===== src/rtl/crc_pkg.sv =====
// Shared constants and types for the runtime CRC-32 slice-table generator.
// Holds the reflected polynomial and the generator FSM state encoding.
package crc_pkg;

    localparam logic [31:0] CRC32_POLY_REFL = 32'hEDB88320;

    typedef enum logic [1:0] {
        IDLE  = 2'd0,
        SHIFT = 2'd1,
        WRITE = 2'd2,
        FIN   = 2'd3
    } gen_state_t;

    // Cycles needed to push one byte's worth of shift steps through the unrolled stage.
    function automatic int steps_per_byte(input int bits_per_cyc);
        return 8 / bits_per_cyc;
    endfunction

endpackage


===== src/rtl/crc_shift_step.sv =====
// Purely combinational stage: applies BITS_PER_CYC reflected CRC shift steps
// to a 32-bit value, c = (c >> 1) ^ (c[0] ? POLY : 0) per step.
module crc_shift_step #(
    parameter logic [31:0] POLY         = crc_pkg::CRC32_POLY_REFL,
    parameter int          BITS_PER_CYC = 8
) (
    input  logic [31:0] i_crc,
    output logic [31:0] o_crc
);

    logic [31:0] w_acc;

    // NOTE: every variable driven here gets a value before any branch or loop,
    // so no path leaves it unassigned and no latch is inferred.
    always_comb begin
        w_acc = i_crc;
        for (int i = 0; i < BITS_PER_CYC; i++) begin
            w_acc = (w_acc >> 1) ^ (w_acc[0] ? POLY : 32'h0);
        end
        o_crc = w_acc;
    end

endmodule


===== src/rtl/crctab_gen.sv =====
// Runtime generator for sliced CRC-32 lookup tables: computes T_k[n] for n = 0..255
// and streams each entry to a table RAM through a valid/ready write port.
module crctab_gen
    import crc_pkg::*;
#(
    parameter logic [31:0] POLY         = CRC32_POLY_REFL,
    parameter int          BITS_PER_CYC = 8,
    parameter int          SLICE_W      = 4
) (
    input  logic               clk,
    input  logic               rst,
    input  logic               start,
    input  logic [SLICE_W-1:0] slice,
    output logic               busy,
    output logic               done,
    output logic               wr_valid,
    input  logic               wr_ready,
    output logic [7:0]         wr_addr,
    output logic [31:0]        wr_data
);

    localparam int STEP_W = SLICE_W + 4;
    localparam logic [STEP_W-1:0] SPB = STEP_W'(steps_per_byte(BITS_PER_CYC));

    gen_state_t        r_state;
    gen_state_t        w_next_state;
    logic [7:0]        r_n;
    logic [31:0]       r_crc;
    logic [STEP_W-1:0] r_step;
    logic [STEP_W-1:0] r_last_step;
    logic              r_wr_valid;
    logic [31:0]       r_wr_data;

    logic [31:0]       w_crc_shifted;
    logic [STEP_W-1:0] w_slice_ext;
    logic [STEP_W-1:0] w_start_last;
    logic              w_last_step;
    logic              w_handshake;

    crc_shift_step #(
        .POLY         (POLY),
        .BITS_PER_CYC (BITS_PER_CYC)
    ) u_shift (
        .i_crc (r_crc),
        .o_crc (w_crc_shifted)
    );

    // Last step index for slice k is N-1 = (k+1)*(8/BITS_PER_CYC) - 1.
    assign w_slice_ext  = STEP_W'(slice);
    assign w_start_last = (w_slice_ext + STEP_W'(1)) * SPB - STEP_W'(1);
    assign w_last_step  = (r_step == r_last_step);
    assign w_handshake  = r_wr_valid & wr_ready;

    // NOTE: clocked state uses non-blocking assignments so every register
    // samples the pre-edge values of the others, independent of block order.
    always_ff @(posedge clk) begin
        if (rst) begin
            r_state <= IDLE;
        end else begin
            r_state <= w_next_state;
        end
    end

    always_comb begin
        w_next_state = r_state;
        case (r_state)
            IDLE:    if (start) w_next_state = SHIFT;
            SHIFT:   if (w_last_step) w_next_state = WRITE;
            WRITE:   if (w_handshake) w_next_state = (r_n == 8'hFF) ? FIN : SHIFT;
            FIN:     w_next_state = IDLE;
            default: w_next_state = IDLE;
        endcase
    end

    always_comb begin
        busy = (r_state == SHIFT) || (r_state == WRITE);
        done = (r_state == FIN);
    end

    assign wr_valid = r_wr_valid;
    assign wr_addr  = r_n;
    assign wr_data  = r_wr_data;

    always_ff @(posedge clk) begin
        if (rst) begin
            r_n         <= 8'h00;
            r_crc       <= 32'h0;
            r_step      <= '0;
            r_last_step <= '0;
            r_wr_valid  <= 1'b0;
            r_wr_data   <= 32'h0;
        end else begin
            case (r_state)
                IDLE: begin
                    if (start) begin
                        r_n         <= 8'h00;
                        r_crc       <= 32'h0;
                        r_step      <= '0;
                        r_last_step <= w_start_last;
                    end
                end
                SHIFT: begin
                    r_crc  <= w_crc_shifted;
                    r_step <= r_step + STEP_W'(1);
                    if (w_last_step) begin
                        r_wr_data  <= w_crc_shifted;
                        r_wr_valid <= 1'b1;
                    end
                end
                WRITE: begin
                    // Entry 255 leaves n in place; completion never wraps the index.
                    if (w_handshake) begin
                        r_wr_valid <= 1'b0;
                        if (r_n != 8'hFF) begin
                            r_n    <= r_n + 8'd1;
                            r_crc  <= {24'h0, r_n + 8'd1};
                            r_step <= '0;
                        end
                    end
                end
                default: begin
                end
            endcase
        end
    end

endmodule


===== config.mk =====
export PLATFORM = sky130hd
export DESIGN_NAME = crctab_gen
export DESIGN_NICKNAME = d
export VERILOG_FILES = /design/src/rtl/crc_pkg.sv /design/src/rtl/crc_shift_step.sv /design/src/rtl/crctab_gen.sv
export SDC_FILE = /design/constraint.sdc
export NUM_CORES = 1
export LEC_CHECK = 0
export CAP_MARGIN = 20
export CORE_MARGIN = 2
export CORE_UTILIZATION = 45
export CTS_BUF_LIST = sky130_fd_sc_hd__clkbuf_4
export DETAILED_ROUTE_END_ITERATION = 12
export GPL_ROUTABILITY_DRIVEN = 0
export PLACE_DENSITY = 0.73
export SLEW_MARGIN = 20
export SYNTH_ARGS = -nofsm -noshare
export SYNTH_HDL_FRONTEND = slang
export SYNTH_SLANG_ARGS = --single-unit

===== constraint.sdc =====
create_clock -name clk -period 4.3 [get_ports clk]
set_input_delay 0.86 -clock clk [delete_from_list [all_inputs] [get_ports clk]]
set_output_delay 0.86 -clock clk [all_outputs]
set_load 0.01 [all_outputs]

======== Yosys cells after proc, flatten, opt, wreduce, memory -nomap -nowiden ========
Index checks and enable logic that the tools add are counted.
storage, ports and cells
  input port bits ......................... 8
  logic and storage cells ................. 68
  register bits after elaboration ......... 91
operators by class
  bitwise logic cells ..................... 9
  muxes and demuxes ....................... 27
  $add $sub $neg .......................... 4
  equal/unequal tests ..................... 10
  reductions and logical operators ........ 11
operator list
  kind                                                 count
  two-way mux 32 bit                                   11
  XOR 31 x 32 -> 32 bit                                8
  one-hot mux 32 bit (3 select lines)                  1
  two-way mux 8 bit                                    5
  one-hot mux 8 bit (3 select lines)                   1
  adder 8 x 1 -> 8 bit, second input constant          2
  one-hot mux 8 bit (2 select lines)                   1
  equality test 8 bit                                  1
  equality test 8 bit, second input constant           1
  two-way mux 2 bit                                    4
  inequality test 8 bit, second input constant         1
  one-hot mux 2 bit (4 select lines)                   1
  AND reduction 4 bit                                  2
  inequality test 2 bit, second input constant         3
  AND reduction 3 bit                                  2
  subtractor 5 x 1 -> 6 bit, second input constant     1
  adder 4 x 1 -> 5 bit, second input constant          1
  equality test 2 bit, second input constant           2
  AND reduction 2 bit                                  2
  nonzero test 2 bit                                   2
  nonzero test 3 bit                                   1
  equality test 2 x 1 -> 1 bit, second input constant  1
  zero test 2 bit                                      1
  two-way mux 1 bit                                    2
  other kinds (4)                                      4

======== Longest topological paths before layout ========
Gate-level depths: netlist of the first run.
  word-level depth ........................ 17
  depth in mapped cells ................... 9

======== Modules after synthesis ========
A second synthesis of the first run with hierarchy kept.
unflattened totals
  cells, all modules ...................... 513
  area total of the unflattened synthesis .. 4699.5 sq um
modules (own cells, without submodules)
  module          sequential area each (sq um)  area each (sq um)  cells each  instances
  crctab_gen      1741.7                        3796.1             450         1
  crc_shift_step  0.0                           903.4              63          1

======== Worst setup path before layout of the first run ========
Ideal clock, no wire load.
  path type ............................... register -> register
  start point ............................. reg r_state[0]
  end point ............................... reg r_crc[21]
  data arrival time ....................... 2.084 ns
  cell stages (with the launch flop) ...... 10
  required time ........................... 4.235 ns
  library setup time ...................... 0.065 ns
  period minus slack after synthesis ...... 2.149 ns
  path slack .............................. 2.151 ns
  path through ............................ dfxtp_1 inv_1 ha_1 buf_1 inv_1 nor4_1 buf_2 buf_6 a22oi_1 nor2_1
on the way
  word-level cells in the longest chain between the ends .. 3
  elaborated cells on any way between the ends .. 9
RTL lines
  what                                                              RTL line           text
  from (decl)                                                       crctab_gen.sv:25   gen_state_t r_state;
  from (signal assigned)                                            crctab_gen.sv:60   r_state <= w_next_state;
  equality test 2 bit (tied with other cells)                       crctab_gen.sv:93   case (r_state)
  inequality test 2 x 1 -> 1 bit (no line) (tied with other cells)  --
  AND reduction 4 bit (no line)                                     --
  to (signal assigned)                                              crctab_gen.sv:103  r_crc <= w_crc_shifted;
  to (signal assigned)                                              crctab_gen.sv:116  r_crc <= {24'h0, r_n + 8'd1};
  to (decl)                                                         crctab_gen.sv:28   logic [31:0] r_crc;
Parallel ways exist; a longest one is shown, timed or not.
A chain may end at the register's enable or synchronous reset.

======== Worst setup path in the final report of the first run ========
  start point ............................. reg r_state[0]
  end point ............................... out busy
on the way
  word-level cells in the longest chain between the ends .. 2
  elaborated cells on any way between the ends .. 3
RTL lines
  what                                                                        RTL line          text
  equality test 2 x 1 -> 1 bit / equality test 2 bit (equally long branches)  crctab_gen.sv:76  busy = (r_state == SHIFT) || (r_state == WRITE);
  logical OR 1 bit *                                                          crctab_gen.sv:76
  to (decl)                                                                   crctab_gen.sv:14  output logic busy,
Every way passes the cells marked *; elsewhere a longest branch is shown, timed or not.

==> results.sh, run 1 <==
export IMPL_cellPowerDensity_nw_per_um2=471.4
export IMPL_clk_latency_ns=0.43
export IMPL_synth_nets=504
export IMPL_multi_input_area_sq_um=2297
export IMPL_fin_nets=532
export IMPL_grt_pass1_vias=3178
export IMPL_root_buffer="clkbuf_4"
export IMPL_ys_ff_latch=87
export IMPL_cts_tree="done"
export IMPL_fmax_mhz=346.5
export IMPL_worst_pin_slew_ns=0.8996
export IMPL_syn2layout_area_growth_pct=15.99
export IMPL_arrival_ns=2.03
export IMPL_critPathTopFamily="buffers and inverters"
export IMPL_vias=3391
export IMPL_maxCapViolCount=0
export IMPL_finalSetupViolCount=0
export IMPL_cts_made_buffers=9
export IMPL_slew_violations=0
export IMPL_report_final_hold_viol_count=0
export IMPL_syn_area_per_cell_sq_um=8.641
export IMPL_cts_sinks=87
export IMPL_yosysUniqueCellTypes=50
export IMPL_min_period_ns=2.886
export IMPL_ys_warn_count=0
export IMPL_clkSlewWorstSetupHoldPaths_ns=0.13
export IMPL_crit_path_max_fanout=9
export IMPL_wl_per_cell_um=14.30
export IMPL_synth_xor_area_frac=0.1700
export IMPL_holdBufCountCts=0
export IMPL_wl_mm=9.051
export IMPL_die_h_um=100.9
export IMPL_post_cts_setup_buffer_count=0
export IMPL_grt_max_degree=62
export IMPL_final_setup_skew_ns=0.01597
export IMPL_layout_common_cells="dfxtp_1 (87), xnor2_1 (55), nor2_1 (54)"
export IMPL_yosys_area_share_simple=0.1718
export IMPL_vdd_ir_drop_max_mv=0.3161
export IMPL_synth_top_family_by_area="simple AND/OR/NAND/NOR gates"
export IMPL_synth_compound_area_frac=0.1655
export IMPL_drtPass1Iterations=5
export IMPL_synth_edff_count=0
export IMPL_status="finished, final reports clean"
export IMPL_htreeDepth=3
export IMPL_io_pins=51
export IMPL_finalCritPeriodShare=0.6712
export IMPL_drc=0
export IMPL_ys_seq_area_frac=0.4122
export IMPL_holdCritPathClass="register to register"
export IMPL_fp_dieArea_sq_um=10180
export IMPL_end_kind="output port"
export IMPL_row_count=35
export IMPL_syn_inst=489
export IMPL_leakage_nw=1.616
export IMPL_startpoint_type="register"
export IMPL_antenna_found_initial=0
export IMPL_synth_mux_area_frac=0.01421
export IMPL_rsz0062_at_grt="no"
export IMPL_nFillCells=888
export IMPL_track_usage=0.1856
export IMPL_cts_buffer_depth=2
export IMPL_grt_pass1_wl_mm=15.06
export IMPL_max_stage_delay_ns=0.61
export IMPL_first_iter_violations=144
export IMPL_fin_setup_tns_ns=0
export IMPL_path_class="register to output port"
export IMPL_mostFrequentLayoutCell="dfxtp_1"
export IMPL_crit_path_top_delay_cell="clkdlybuf4s50_1"
export IMPL_synthAdderAreaFrac=0.02073
export IMPL_place_inst=617
export IMPL_diodes=0
export IMPL_crit_chain="inv_1 -> ha_1 -> clkdlybuf4s50_1"
export IMPL_async_reset_ff_frac=0
export IMPL_start_util=0.4595
export IMPL_synthFlopType="dfxtp_1"
export IMPL_drive_gt1_frac=0.06322
export IMPL_overflow=0
export IMPL_dp_hpwl_mm=6.602
export IMPL_core_area_sq_um=9196
export IMPL_synth_area_sq_um=4225
export IMPL_required_ns=3.44
export IMPL_die_width_um=100.9
export IMPL_ant_nets=0
export IMPL_final_cells=633
export IMPL_cp_num_buf_inv=2
export IMPL_max_slew_margin=0.3988
export IMPL_viasPerCell=5.357
export IMPL_post_cts_resized=0
export IMPL_regArea_sq_um=1742
export IMPL_portBuffers=50
registers in the layout (all words and copies together) (netlist names):
| name | count |
|---|---|
| r_state | 2 |
| wr_addr | 8 |
| wr_valid | 1 |
| r_step | 8 |
| r_crc | 32 |
| r_last_step | 4 |
| wr_data | 32 |
layout make-up:
type,count,share of cell area
multi-input combinational,358,0.4687
sequential,87,0.3554
timing repair buffer,54,0.1077
tap,111,0.02834
clock inverter,6,0.01915
clock buffer,10,0.01532
inverter,7,0.005361
worst min-delay path, cell delays in order, from the launching register on:
cell,delay [ns]
dfxtp_1,0.34
nand2_1,0.05
a21oi_1,0.05
worst paths after layout:
check	startpoint	end	depth (start not counted)	slack, ns
setup / recovery	r_state[0]	busy	3	1.41
hold / removal	r_last_step[2]	r_last_step[2]	2	0.48
setup reg to reg	r_state[0]	r_crc[4]	7	1.69
hold reg to reg	r_last_step[2]	r_last_step[2]	2	0.48
cell usage after synthesis (6+ instances only):
master | instances | share of area
a211oi_1 | 12 | 0.021
a21oi_1 | 42 | 0.050
a22oi_1 | 17 | 0.030
buf_2 | 9 | 0.011
clkbuf_1 | 23 | 0.020
dfxtp_1 | 87 | 0.41
ha_1 | 7 | 0.021
inv_1 | 6 | 0.0053
mux2i_1 | 6 | 0.014
nand2_1 | 42 | 0.037
nand2b_1 | 7 | 0.010
nand3_1 | 17 | 0.020
nor2_1 | 54 | 0.048
nor3_1 | 8 | 0.0095
o21ai_0 | 26 | 0.031
xnor2_1 | 55 | 0.11
xor2_1 | 15 | 0.031
logic make-up after synthesis:
kind of cell	count (synthesis)
DFF	87
AOI/OAI and AO/OA	114
buffers and inverters	44
adders and majority gates	7
xor gates and xnor gates	75
muxes	6
and+or+nand+nor	156
metal layers:
| layer | vias up | share of wire | wire [um] | GRT usage |
|---|---|---|---|---|
| li1 | 1729 | - | - | - |
| met1 | 1599 | 0.46 | 4188 | 0.2334 |
| met2 | 53 | 0.49 | 4443 | 0.3179 |
| met3 | 10 | 0.037 | 331 | 0.04022 |
| met4 | 0 | 0.0096 | 87 | 0.05717 |
| met5 | - | 0 | 0 | 0 |
per-stage QoR:
step                total power, mW  utilization  area [sq um]  setup WS (ns)  hold slack [ns]
CTS                           2.333       0.5327          4898          1.394           0.4809
detailed placement            1.805       0.5143          4730          1.335           0.4582
finish                        2.310       0.5329          4901          1.414           0.4785
floorplan                     1.551            -          4225          2.151           0.4368
global route                  2.468       0.5329          4901          1.264           0.4918
global placement              1.784       0.5143          4730          1.369           0.4523
power breakdown:
part / switching [mW] / internal (mW) / total (mW)
Clock: 0.279 / 0.246 / 0.525
Combinational: 0.519 / 0.319 / 0.838
Sequential: 0.0591 / 0.889 / 0.948
Total: 0.856 / 1.45 / 2.31
Power figures use the tool's default switching activity.
==> inputs of run 2 (changes only) <==
==> constraint.sdc (replaced) <==
create_clock -name clk -period 3 [get_ports clk]
set_input_delay 0.6 -clock clk [delete_from_list [all_inputs] [get_ports clk]]
set_output_delay 0.6 -clock clk [all_outputs]
set_load 0.01 [all_outputs]
==> run 2 against run 1 <==
  * Sequential cell count unchanged
  * Highest routed layer unchanged
  * Critical endpoint unchanged
  * Sequential share of layout area decreased by 0.47 points
  * Clock-buffer cell count unchanged
==> results.sh, run 2 (synthesis gave the netlist of run 1 again) <==
export IMPL_drc=0
export IMPL_placedInstanceArea_sq_um=4760
export IMPL_overflow=0
export IMPL_final_setup_skew_ns=0.02116
export IMPL_setup_slack_ns=0.3138
export IMPL_grt_pass1_vias=3230
export IMPL_cts_buffer_depth=2
export IMPL_max_slew_margin=0.4650
export IMPL_grt_max_degree=45
export IMPL_nFillCells=876
export IMPL_place_ws_ns=0.4636
export IMPL_vdd_ir_drop_max_mv=0.5228
export IMPL_arrival_ns=2.09
export IMPL_ant_nets=0
export IMPL_cts_made_buffers=9
export IMPL_syn2layout_area_growth_pct=17.56
export IMPL_ff2ff_path_depth=8
export IMPL_leakage_nw=1.654
export IMPL_row_count=35
export IMPL_path_class="register to output port"
export IMPL_crit_path_max_fanout=9
export IMPL_viasPerCell=5.421
export IMPL_htreeDepth=3
export IMPL_fin_area_sq_um=4967
export IMPL_r2r_end="r_crc[30]"
export IMPL_regArea_sq_um=1742
export IMPL_finalCritPeriodShare=0.8954
export IMPL_fin_nets=536
export IMPL_startpoint_type="register"
export IMPL_fin_util=0.5401
export IMPL_core_area_sq_um=9196
export IMPL_post_cts_resized=0
export IMPL_portBuffers=50
export IMPL_cts_tree="done"
export IMPL_grt_pass1_wl_mm=15.64
export IMPL_start_util=0.4595
export IMPL_die_h_um=100.9
export IMPL_required_ns=2.40
export IMPL_clkSlewWorstSetupHoldPaths_ns=0.14
export IMPL_fp_dieArea_sq_um=10180
export IMPL_io_pins=51
export IMPL_first_iter_violations=194
export IMPL_status="finished, final reports clean"
export IMPL_diodes=0
export IMPL_min_to="r_crc[14]"
export IMPL_wl_per_cell_um=14.69
export IMPL_holdBufCountCts=0
export IMPL_layout_common_cells="dfxtp_1 (87), xnor2_1 (55), nor2_1 (54)"
export IMPL_multi_input_area_sq_um=2297
export IMPL_cts_sinks=87
export IMPL_fmax_mhz=372.3
export IMPL_slew_violations=0
export IMPL_r2r_setup_slack_ns=0.43
export IMPL_hp_start="r_crc[14]"
export IMPL_rsz0062_at_grt="no"
export IMPL_drtPass1Iterations=4
export IMPL_r2r_start="r_state[0]"
export IMPL_root_buffer="clkbuf_4"
export IMPL_mostFrequentLayoutCell="dfxtp_1"
export IMPL_holdCritPathClass="register to register"
export IMPL_end_kind="output port"
export IMPL_antenna_found_initial=0
export IMPL_finalSetupViolCount=0
export IMPL_min_period_ns=2.686
export IMPL_track_usage=0.1922
export IMPL_worst_pin_slew_ns=0.8024
export IMPL_whs_path_depth=2
export IMPL_wl_mm=9.360
export IMPL_drive_gt1_frac=0.07034
export IMPL_report_final_hold_viol_count=0
export IMPL_maxCapViolCount=0
export IMPL_clk_latency_ns=0.45
export IMPL_post_cts_setup_buffer_count=0
export IMPL_die_width_um=100.9
export IMPL_dp_hpwl_mm=6.634
export IMPL_cellPowerDensity_nw_per_um2=708.6
export IMPL_fin_setup_tns_ns=0
export IMPL_vias=3453
## run 2: through the flow
stage | cells | total power, mW | hold WS [ns]
final | 637 | 3.520 | 0.4777
after global routing | 637 | 3.728 | 0.4996
after CTS | 637 | 3.537 | 0.4809
after detailed placement | 621 | 2.637 | 0.4590
after global placement | 621 | 2.602 | 0.4508
after floorplan | 489 | 2.224 | 0.4368
## run 2: worst max-delay path by stage
stage	from	end	slack [ns]	cells past startpoint
global route	r_state[0]	r_crc[30]	0.20	8
CTS	r_state[0]	busy	0.32	3
floorplan	r_state[0]	r_crc[21]	0.85	9
global placement	start	r_crc[16]	0.53	7
detailed placement	start	r_crc[30]	0.46	7
finish	r_state[0]	busy	0.31	3
## run 2: per-layer routing
metal	vias up	part of all wire	track usage
li1	1736	-	-
met1	1627	0.47	0.2534
met3	12	0.043	0.04022
met4	0	0.012	0.05301
met5	-	0	0
met2	78	0.48	0.3195
## run 2: power breakdown
group	internal, mW	switching (mW)
sequential	1.27	0.0839
clock	0.514	0.399
combinational	0.491	0.758
total	2.28	1.24
## run 2: area by class of cell
cell class,count,area share
Clock buffer,10,0.01511
Clock inverter,6,0.02670
Inverter,7,0.005290
Multi-Input combinational cell,358,0.4625
Sequential cell,87,0.3506
Tap cell,111,0.02796
Timing Repair Buffer,58,0.1118
## run 2: worst max-delay path, stage by stage, from the launching register on
cell and delay [ns]:
dfxtp_1 0.44, inv_1 0.11, ha_1 0.49, clkdlybuf4s50_1 0.60
